[src/rtl/rv32_bus_pkg.sv]
// Purpose: shared types for the RV32 memory arbiter (FSM states, latched bus request).
// Latency: n/a (types and helpers only).
// Backpressure: n/a; the request struct holds one transaction until the bus completes or aborts it.
package rv32_bus_pkg;

    typedef enum logic [1:0] {
        ST_IDLE        = 2'd0,
        ST_GRANT_INSTR = 2'd1,
        ST_GRANT_DATA  = 2'd2
    } arb_state_t;

    typedef struct packed {
        logic [31:0] address;
        logic        read;
        logic [3:0]  mask;
        logic [31:0] value;
    } bus_req_t;

    localparam bus_req_t BUS_REQ_IDLE = '0;

    function automatic bus_req_t make_req(input logic [31:0] address,
                                          input logic        read,
                                          input logic [3:0]  mask,
                                          input logic [31:0] value);
        bus_req_t r;
        r.address = address;
        r.read    = read;
        r.mask    = mask;
        r.value   = value;
        return r;
    endfunction

endpackage

[src/rtl/rv32_timeout_counter.sv]
// Purpose: counts granted bus cycles and flags the last cycle before a transaction must abort.
// Latency: expired is combinational from the count; the count advances one per enabled cycle.
// Backpressure: none; clear has priority and the count saturates at TIMEOUT_CYCLES-1.
// Ports: clk/reset, clear (restart count), enable (a grant is active), expired (count at limit while enabled).
module rv32_timeout_counter #(
    parameter int unsigned TIMEOUT_CYCLES = 255
) (
    input  logic clk,
    input  logic reset,
    input  logic clear,
    input  logic enable,
    output logic expired
);

    localparam logic [15:0] LAST = 16'(TIMEOUT_CYCLES - 1);

    logic [15:0] count;

    always_ff @(posedge clk or posedge reset) begin
        if (reset) begin
            count <= '0;
        end else if (clear) begin
            count <= '0;
        end else if (enable && (count != LAST)) begin
            count <= count + 16'd1;
        end
    end

    assign expired = enable && (count == LAST);

endmodule

[src/rtl/rv32_mem_arbiter.sv]
// Purpose: arbitrates an instruction port and a data port onto one shared memory bus.
// Latency: 2 cycles minimum request-to-ready (IDLE latch, then one grant cycle); always returns via IDLE.
// Backpressure: requesters hold inputs until their one-cycle ready pulse; bus stalls via bus_ready_in, bounded by timeout.
// Ports: instr_* fetch port, data_* load/store port, bus_* shared bus, fault_out pulses on timeout abort.
module rv32_mem_arbiter
    import rv32_bus_pkg::*;
#(
    parameter int unsigned TIMEOUT_CYCLES = 255,
    parameter int unsigned MAX_DATA_BURST = 4
) (
    input  logic        clk,
    input  logic        reset,
    input  logic [31:0] instr_address_in,
    input  logic        instr_read_in,
    output logic [31:0] instr_read_value_out,
    output logic        instr_ready_out,
    input  logic [31:0] data_address_in,
    input  logic        data_read_in,
    input  logic [3:0]  data_write_mask_in,
    input  logic [31:0] data_write_value_in,
    output logic [31:0] data_read_value_out,
    output logic        data_ready_out,
    output logic [31:0] bus_address_out,
    output logic        bus_read_out,
    output logic [3:0]  bus_write_mask_out,
    output logic [31:0] bus_write_value_out,
    input  logic [31:0] bus_read_value_in,
    input  logic        bus_ready_in,
    output logic        fault_out
);

    localparam int BW = $clog2(MAX_DATA_BURST + 1);
    localparam logic [BW-1:0] BURST_LIMIT = BW'(MAX_DATA_BURST);

    arb_state_t    state;
    bus_req_t      req_q;
    logic [BW-1:0] burst_count;

    logic        data_req;
    logic        instr_wins;
    logic        data_wins;
    logic        granted;
    logic        tmo_expired;
    logic [31:0] complete_value;

    assign data_req   = data_read_in || (data_write_mask_in != 4'h0);
    // Data normally wins; once the data port has taken MAX_DATA_BURST grants
    // while a fetch waited, the fetch is served next.
    assign instr_wins = instr_read_in && (!data_req || (burst_count == BURST_LIMIT));
    assign data_wins  = data_req && !instr_wins;
    assign granted    = (state != ST_IDLE);

    // A completing bus cycle beats a coinciding timeout; an abort returns zero.
    assign complete_value = bus_ready_in ? bus_read_value_in : 32'h0;

    rv32_timeout_counter #(
        .TIMEOUT_CYCLES(TIMEOUT_CYCLES)
    ) u_timeout (
        .clk     (clk),
        .reset   (reset),
        .clear   (!granted),
        .enable  (granted),
        .expired (tmo_expired)
    );

    // req_q is zero whenever the FSM is idle, so the bus is driven straight from it.
    assign bus_address_out     = req_q.address;
    assign bus_read_out        = req_q.read;
    assign bus_write_mask_out  = req_q.mask;
    assign bus_write_value_out = req_q.value;

    always_ff @(posedge clk or posedge reset) begin
        if (reset) begin
            state                <= ST_IDLE;
            req_q                <= BUS_REQ_IDLE;
            burst_count          <= '0;
            instr_read_value_out <= '0;
            data_read_value_out  <= '0;
            instr_ready_out      <= 1'b0;
            data_ready_out       <= 1'b0;
            fault_out            <= 1'b0;
        end else begin
            instr_ready_out <= 1'b0;
            data_ready_out  <= 1'b0;
            fault_out       <= 1'b0;
            case (state)
                ST_IDLE: begin
                    if (instr_wins) begin
                        req_q       <= make_req(instr_address_in, 1'b1, 4'h0, 32'h0);
                        burst_count <= '0;
                        state       <= ST_GRANT_INSTR;
                    end else if (data_wins) begin
                        req_q       <= make_req(data_address_in, data_read_in,
                                                data_write_mask_in, data_write_value_in);
                        burst_count <= instr_read_in ? burst_count + BW'(1) : '0;
                        state       <= ST_GRANT_DATA;
                    end else if (!instr_read_in) begin
                        burst_count <= '0;
                    end
                end
                ST_GRANT_INSTR, ST_GRANT_DATA: begin
                    if (bus_ready_in || tmo_expired) begin
                        if (state == ST_GRANT_INSTR) begin
                            instr_ready_out      <= 1'b1;
                            instr_read_value_out <= complete_value;
                        end else begin
                            data_ready_out      <= 1'b1;
                            data_read_value_out <= complete_value;
                        end
                        fault_out <= !bus_ready_in;
                        req_q     <= BUS_REQ_IDLE;
                        state     <= ST_IDLE;
                    end
                end
                default: begin
                    req_q <= BUS_REQ_IDLE;
                    state <= ST_IDLE;
                end
            endcase
        end
    end

endmodule

[config.mk]
export PLATFORM = sky130hd
export DESIGN_NAME = rv32_mem_arbiter
export DESIGN_NICKNAME = d
export VERILOG_FILES = /design/src/rtl/rv32_bus_pkg.sv /design/src/rtl/rv32_timeout_counter.sv /design/src/rtl/rv32_mem_arbiter.sv
export SDC_FILE = /design/constraint.sdc
export NUM_CORES = 1
export LEC_CHECK = 0
export CAP_MARGIN = 0
export CORE_ASPECT_RATIO = 0.5
export CORE_MARGIN = 2
export CORE_UTILIZATION = 40
export DETAILED_ROUTE_END_ITERATION = 8
export GPL_TIMING_DRIVEN = 0
export PLACE_DENSITY_LB_ADDON = 0.3
export REMOVE_ABC_BUFFERS = 1
export SYNTH_ARGS = -nofsm -noshare
export SYNTH_HDL_FRONTEND = slang
export SYNTH_SLANG_ARGS = --single-unit
[constraint.sdc]
create_clock -name clk -period 4.95 [get_ports clk]
set_input_delay 0.495 -clock clk [delete_from_list [all_inputs] [get_ports clk]]
set_output_delay 0.495 -clock clk [all_outputs]
set_load 0.005 [all_outputs]
[Word level (Yosys, flattened, before mapping)]
Cells that the tools add are included.
Storage, ports and cells
  register bits after elaboration: 157
  bits in latches: 0
  memory bits (writable): 0
  bits in read-only memories: 0
  input port bits: 137
  output and inout port bits: 136
  word-level logic and storage cells: 65
  memories kept: 0
Operators by class
  $add $sub $neg: 2
  multiply operators: 0
  divide/modulo/power cells: 0
  magnitude comparators: 0
  eq/ne operators: 9
  shifts and indexed selects: 0
  mux-type cells: 23
  bitwise operators: 1
  reduce and logical (&&, ||, !) cells: 18
Operators by type and width (count)
  2-to-1 mux 69 bit: 3
  case mux 69 bit (2 select lines): 1
  2-to-1 mux 16 bit: 2
  2-to-1 mux 32 bit: 1
  adder 16 x 1 -> 16 bit, second input constant: 1
  equality test 16 x 8 -> 1 bit, second input constant: 1
  != test 16 x 8 -> 1 bit, second input constant: 1
  2-to-1 mux 3 bit: 4
  2-to-1 mux 1 bit: 8
  2-to-1 mux 2 bit: 3
  AND reduction 3 bit: 2
  logical AND 1 bit: 4
  != test 2 bit, second input constant: 2
  case mux 2 bit (2 select lines): 1
  AND reduction 2 bit: 2
  nonzero test 4 bit: 1
  adder 3 x 1 -> 3 bit, second input constant: 1
  equality test 3 bit, second input constant: 1
  zero test 1 bit: 3
  logical OR 1 bit: 3
  != test 3 x 1 -> 1 bit, second input constant: 1
  != test 3 bit, second input constant: 1
  equality test 2 x 1 -> 1 bit, second input constant: 1
  equality test 2 bit, second input constant: 1
  other kinds (4): 4

[Longest topological paths before layout]
  word-level depth: 10
  depth in mapped cells: 9
  depth with buffers taken out: 6

[By module]
From an unflattened synthesis, not the netlist that was laid out.
Unflattened totals
  cells, all modules: 550
  area total of the unflattened synthesis: 6590.1 µm²
By module, submodules not included
  rv32_mem_arbiter: instances 1, cells each 447, area an instance 5604.1 µm², seq. area each 3528.4 µm²
  rv32_timeout_counter: instances 1, cells each 103, area an instance 985.9 µm², seq. area each 400.4 µm²

[Worst setup path after synthesis]
Ideal clock, no wire load.
  path type: reg-to-reg
  from: reg u_timeout.count[0]
  to: reg data_read_value_out[0]
  library setup time: 123 ps
  data arrival time: 2138 ps
  required time: 4827 ps
  setup slack: 2689 ps
  cell stages (with the launch flop): 10
  buffers on the path: 3
  period minus slack after synthesis: 2261 ps
  cell sequence: dfrtp_1 > inv_1 > ha_1 > or4b_4 > or4_4 > buf_6 > o21bai_4 > buf_12 > buf_12 > o21ai_2
Between the ends
  longest elaborated chain between the ends: 4
Ends and longest elaborated chain
  start, declared: line rv32_timeout_counter.sv:17  | logic [15:0] count;
  start signal, assigned: line rv32_timeout_counter.sv:25  | count <= count + 16'd1;
  equality test 16 x 8 -> 1 bit: line rv32_timeout_counter.sv:29  | assign expired = enable && (count == LAST);
  logical AND 1 bit: line rv32_timeout_counter.sv:29
  logical OR 1 bit: line rv32_mem_arbiter.sv:102  | if (bus_ready_in || tmo_expired) begin
  AND reduction 3 bit (no source line)
  end signal, assigned: line rv32_mem_arbiter.sv:108  | data_read_value_out <= complete_value;
  end, declared: line rv32_mem_arbiter.sv:21  | output logic [31:0] data_read_value_out,
Every way passes these cells.
A chain may end at the register's enable or synchronous reset.

[Worst setup path in the final report]
  from: reg state[0]
  to: reg req_q, in the netlist bus_write_value_out[4]
Between the ends
  longest elaborated chain between the ends: 5
  elaborated cells on any way between the ends: 11
  classes of those cells: eq/ne (4); mux (1); reduce/logical (6)
Ends and longest elaborated chain
  start, declared: line rv32_mem_arbiter.sv:35  | arb_state_t state;
  start signal, assigned: line rv32_mem_arbiter.sv:74  | state <= ST_IDLE;
  start signal, assigned: line rv32_mem_arbiter.sv:91  | state <= ST_GRANT_INSTR;
  start signal, assigned: line rv32_mem_arbiter.sv:96  | state <= ST_GRANT_DATA;
  nonzero test 2 bit: line rv32_mem_arbiter.sv:51  | assign granted = (state != ST_IDLE);
  logical AND 1 bit: line rv32_timeout_counter.sv:29
  logical OR 1 bit: line rv32_mem_arbiter.sv:102
  != test 2 bit (no source line)
  AND reduction 2 bit (no source line)
  end signal, assigned: line rv32_mem_arbiter.sv:89  | req_q <= make_req(instr_address_in, 1'b1, 4'h0, 32'h0);
  end signal, assigned: line rv32_mem_arbiter.sv:93  | req_q <= make_req(data_address_in, data_read_in,
  end, declared: line rv32_mem_arbiter.sv:36  | bus_req_t req_q;
Parallel ways exist; a longest one is shown, timed or not.

==> results.sh <==
export IMPL_result_of_the_run="complete, but fails checks"
export IMPL_failed_checks="design-rule violations"
export IMPL_register_bit_count_reported_by_yosys=157
export IMPL_cpPeakStageDelay_ns=1.08
export IMPL_total_via_count_after_detailed_routing=5891
export IMPL_setup_repair_after_global_routing_missed_its_margin="no"
export IMPL_cts_tree="done"
export IMPL_path_clk_slew_ns=0.07
export IMPL_layout_cell_area_non_filler_um2=10800
export IMPL_critical_path_depth=5
export IMPL_timing_final_crit_period_ns=3.85
export IMPL_post_synth_num_cell_types=46
export IMPL_dieWidth_um=194
export IMPL_clock_root_buffer="sky130_fd_sc_hd__clkbuf_16"
export IMPL_timing_final_crit_share=0.778
export IMPL_post_cts_setup_buffer_count=0
export IMPL_ios=273
export IMPL_power_per_cell_area_nw_per_um2=512
export IMPL_worstPathBufferInverterCount=1
export IMPL_cell_taking_the_most_area_after_synthesis="sky130_fd_sc_hd__dfrtp_1"
export IMPL_ctsHoldBuffers=0
export IMPL_clk_buf_depth=2
export IMPL_overall_die_height_um=99.2
export IMPL_finalNetCount=1063
export IMPL_h_tree_level_count=4
export IMPL_final_hold_viol_count=0
export IMPL_synth_top_area_cells="sky130_fd_sc_hd__dfrtp_1, sky130_fd_sc_hd__mux2_2, sky130_fd_sc_hd__o21ai_2, sky130_fd_sc_hd__a22o_1, sky130_fd_sc_hd__o2bb2ai_1"
export IMPL_fp_row_count=34
export IMPL_layout_filler_cells=1442
export IMPL_setup_worst_path_end_class="flip-flop"
export IMPL_gr_usage_met3=0.0576
export IMPL_synthesis_area_um2=7250
export IMPL_regToRegEndpoint="bus_write_value_out[4]"
export IMPL_critical_path_top_delay_family="simple AND/OR/NAND/NOR gates"
export IMPL_grt_first_pass_wirelength_um=31600
export IMPL_numCtsBuffers=17
export IMPL_placedInstanceArea_um2=10200
export IMPL_floorplan_die_area_um2=19300
export IMPL_placedCellCount=1135
export IMPL_gp_routability_congestion=0.787
export IMPL_share_of_the_synthesized_area_in_the_top_cell_type=0.542
export IMPL_max_slew_worst_pin_slew_ns=1.26
export IMPL_hpwlAfterDp_um=13500
export IMPL_synthesis_instances=673
export IMPL_finalSetupViolations=0
export IMPL_yosysWarnings=0
export IMPL_detail_route_iter0_violations=315
export IMPL_postSynthAreaPerCell_um2=10.8
export IMPL_global_route_overflow_total=0
export IMPL_core_area_um2=17600
export IMPL_r2r_start="state[0]"
export IMPL_synth_seq_area_share=0.542
export IMPL_antenna_found_initial=0
export IMPL_routed_wire_length_per_instance_um=16.7
export IMPL_leakage_nw=4.80
export IMPL_layout_drive_gt1_share=0.134
export IMPL_timing_critical_path_from="state[0]"
export IMPL_timing_reg2reg_worst_path_depth=5
export IMPL_antennaDiodeCount=0
export IMPL_drc=17
export IMPL_worst_skew_pair_late_latency_ns=0.42
export IMPL_post_cts_resized=0
export IMPL_final_max_slew_violation_count=0
export IMPL_non_filler_instances=1167
export IMPL_setup_worst_path_end="bus_write_value_out[4]"
export IMPL_finClkSkew_ns=0.00772
export IMPL_power_ir_vdd_worst_uv=307
export IMPL_maxCapViolCount=0
export IMPL_finalWirelength_um=19500
export IMPL_crit_required_ns=5.30
export IMPL_groute_usage_overall=0.206
export IMPL_timing_critical_path_arrival_ns=4.20
export IMPL_start_util=0.413
export IMPL_io_buffer_count=272
export IMPL_rrSetupSlack_ns=1.10
export IMPL_global_route_peak_usage_layer="met2"
export IMPL_critical_path_s_slowest_cell="sky130_fd_sc_hd__nand2_1"
export IMPL_utilization=0.613
export IMPL_post_drt_via_cell_ratio=5.05
export IMPL_met1_grt_util=0.264
export IMPL_vias_in_the_first_global_route=6019
export IMPL_relSlewSlack=0.157
export IMPL_cp_start_kind="flip-flop"
export IMPL_timing_critical_path_cells="inv_1 > ha_1 > nand2_1 > nor2b_4 > a22o_1"
export IMPL_min_delay_path_class="reg -> reg"
export IMPL_cts_sinks=157
export IMPL_number_of_enable_type_register_cells_in_the_synthesized_netlist=0
export IMPL_antenna_violating_nets_post_route=0
export IMPL_highest_net_fanout_along_the_worst_path=37
export IMPL_area_growth_pct=48.6
export IMPL_drtPass1Iterations=9
export IMPL_setup_worst_path_class="reg -> reg"
export IMPL_use_met2=0.347
export IMPL_dominant_synthesized_flop_cell="sky130_fd_sc_hd__dfrtp_1"
export IMPL_max_clock_freq_ghz=0.260
export IMPL_pin_count_of_the_biggest_net_entering_global_routing=106
export IMPL_synth_async_sr_flop_share=1.00
-- cell families after synthesis --
family,count (synthesis),synth area share
xor gates and xnor gates,6,0.00725
AOI/OAI and AO/OA,221,0.227
buffers and inverters,122,0.0757
DFF,157,0.542
and+or+nand+nor,125,0.0819
adders and majority gates,6,0.0103
muxes,36,0.0559
-- cell usage in the layout (no fill, tap or decap), types with 28 or more instances in the layout --
| cell type | n |
|---|---|
| sky130_fd_sc_hd__clkdlybuf4s50_1 | 271 |
| sky130_fd_sc_hd__dfrtp_1 | 157 |
| sky130_fd_sc_hd__inv_1 | 70 |
| sky130_fd_sc_hd__nor2_1 | 44 |
| sky130_fd_sc_hd__o21ai_2 | 40 |
| sky130_fd_sc_hd__nand2_1 | 37 |
| sky130_fd_sc_hd__a21oi_1 | 36 |
| sky130_fd_sc_hd__mux2_2 | 36 |
| sky130_fd_sc_hd__a22o_1 | 36 |
| sky130_fd_sc_hd__o2bb2ai_1 | 33 |
| sky130_fd_sc_hd__a22oi_1 | 32 |
| sky130_fd_sc_hd__o21ai_0 | 28 |
-- per-layer routing --
| layer | part of all wire | routed length, µm |
|---|---|---|
| met5 | 0 | 0 |
| met2 | 0.50 | 9630 |
| met1 | 0.42 | 8240 |
| met3 | 0.070 | 1370 |
| met4 | 0.011 | 218 |
-- state kept, by name (all words and copies together), names as in the netlist --
signal                count
burst_count               3
bus_address_out          32
bus_read_out              1
bus_write_mask_out        4
bus_write_value_out      32
data_read_value_out      32
data_ready_out            1
fault_out                 1
instr_read_value_out     32
instr_ready_out           1
state                     2
u_timeout.count          16
-- power breakdown --
group / switching [mW] / internal [mW] / total [mW]
combinational: 0.975 / 1.27 / 2.24
sequential: 0.277 / 1.72 / 1.99
clock: 0.573 / 0.704 / 1.28
-- through the flow --
stage | setup TNS [ns] | hold slack (ns) | power (mW) | setup slack, ns
after floorplan | 0 | 0.450 | 2.95 | 0.220
after global placement | -454.56 | 0.462 | 4.15 | -2.05
after detailed placement | 0 | 0.471 | 4.28 | 0.381
after CTS | 0 | 0.485 | 5.58 | 0.843
after global routing | 0 | 0.501 | 5.87 | 0.680
final | 0 | 0.483 | 5.51 | 1.10
-- Yosys cell counts (all sizes together), types with 3 or more instances --
cell / count
a21oi: 36
a22o: 36
a22oi: 32
and3: 3
and4: 3
buf: 12
clkbuf: 39
dfrtp: 157
ha: 6
inv: 71
mux2: 36
nand2: 37
nand3: 9
nand4: 5
nor2: 44
nor2b: 6
o21ai: 68
o21bai: 3
o2bb2ai: 34
o31ai: 3
or3: 5
xor2: 5
-- how the worst min path moves through the flow --
stage	start	end	slack (ns)	cells after the start
floorplan	state[1]	state[1]	0.45	1
global route	bus_address_out[2]	bus_address_out[2]	0.50	1
global placement	state[1]	state[1]	0.46	1
finish	state[1]	state[1]	0.48	1
CTS	state[1]	state[1]	0.49	1
detailed placement	state[1]	state[1]	0.47	1
-- area by class of cell --
type | instances | area (µm²) | share of cell area
Timing Repair Buffer | 279 | 2900 | 0.269
Clock buffer | 18 | 429 | 0.0398
Sequential cell | 157 | 3930 | 0.365
Tap cell | 234 | 293 | 0.0272
Inverter | 71 | 274 | 0.0254
Multi-Input combinational cell | 394 | 2820 | 0.262
Clock inverter | 14 | 135 | 0.0125
(Power assumes the default switching activity.)
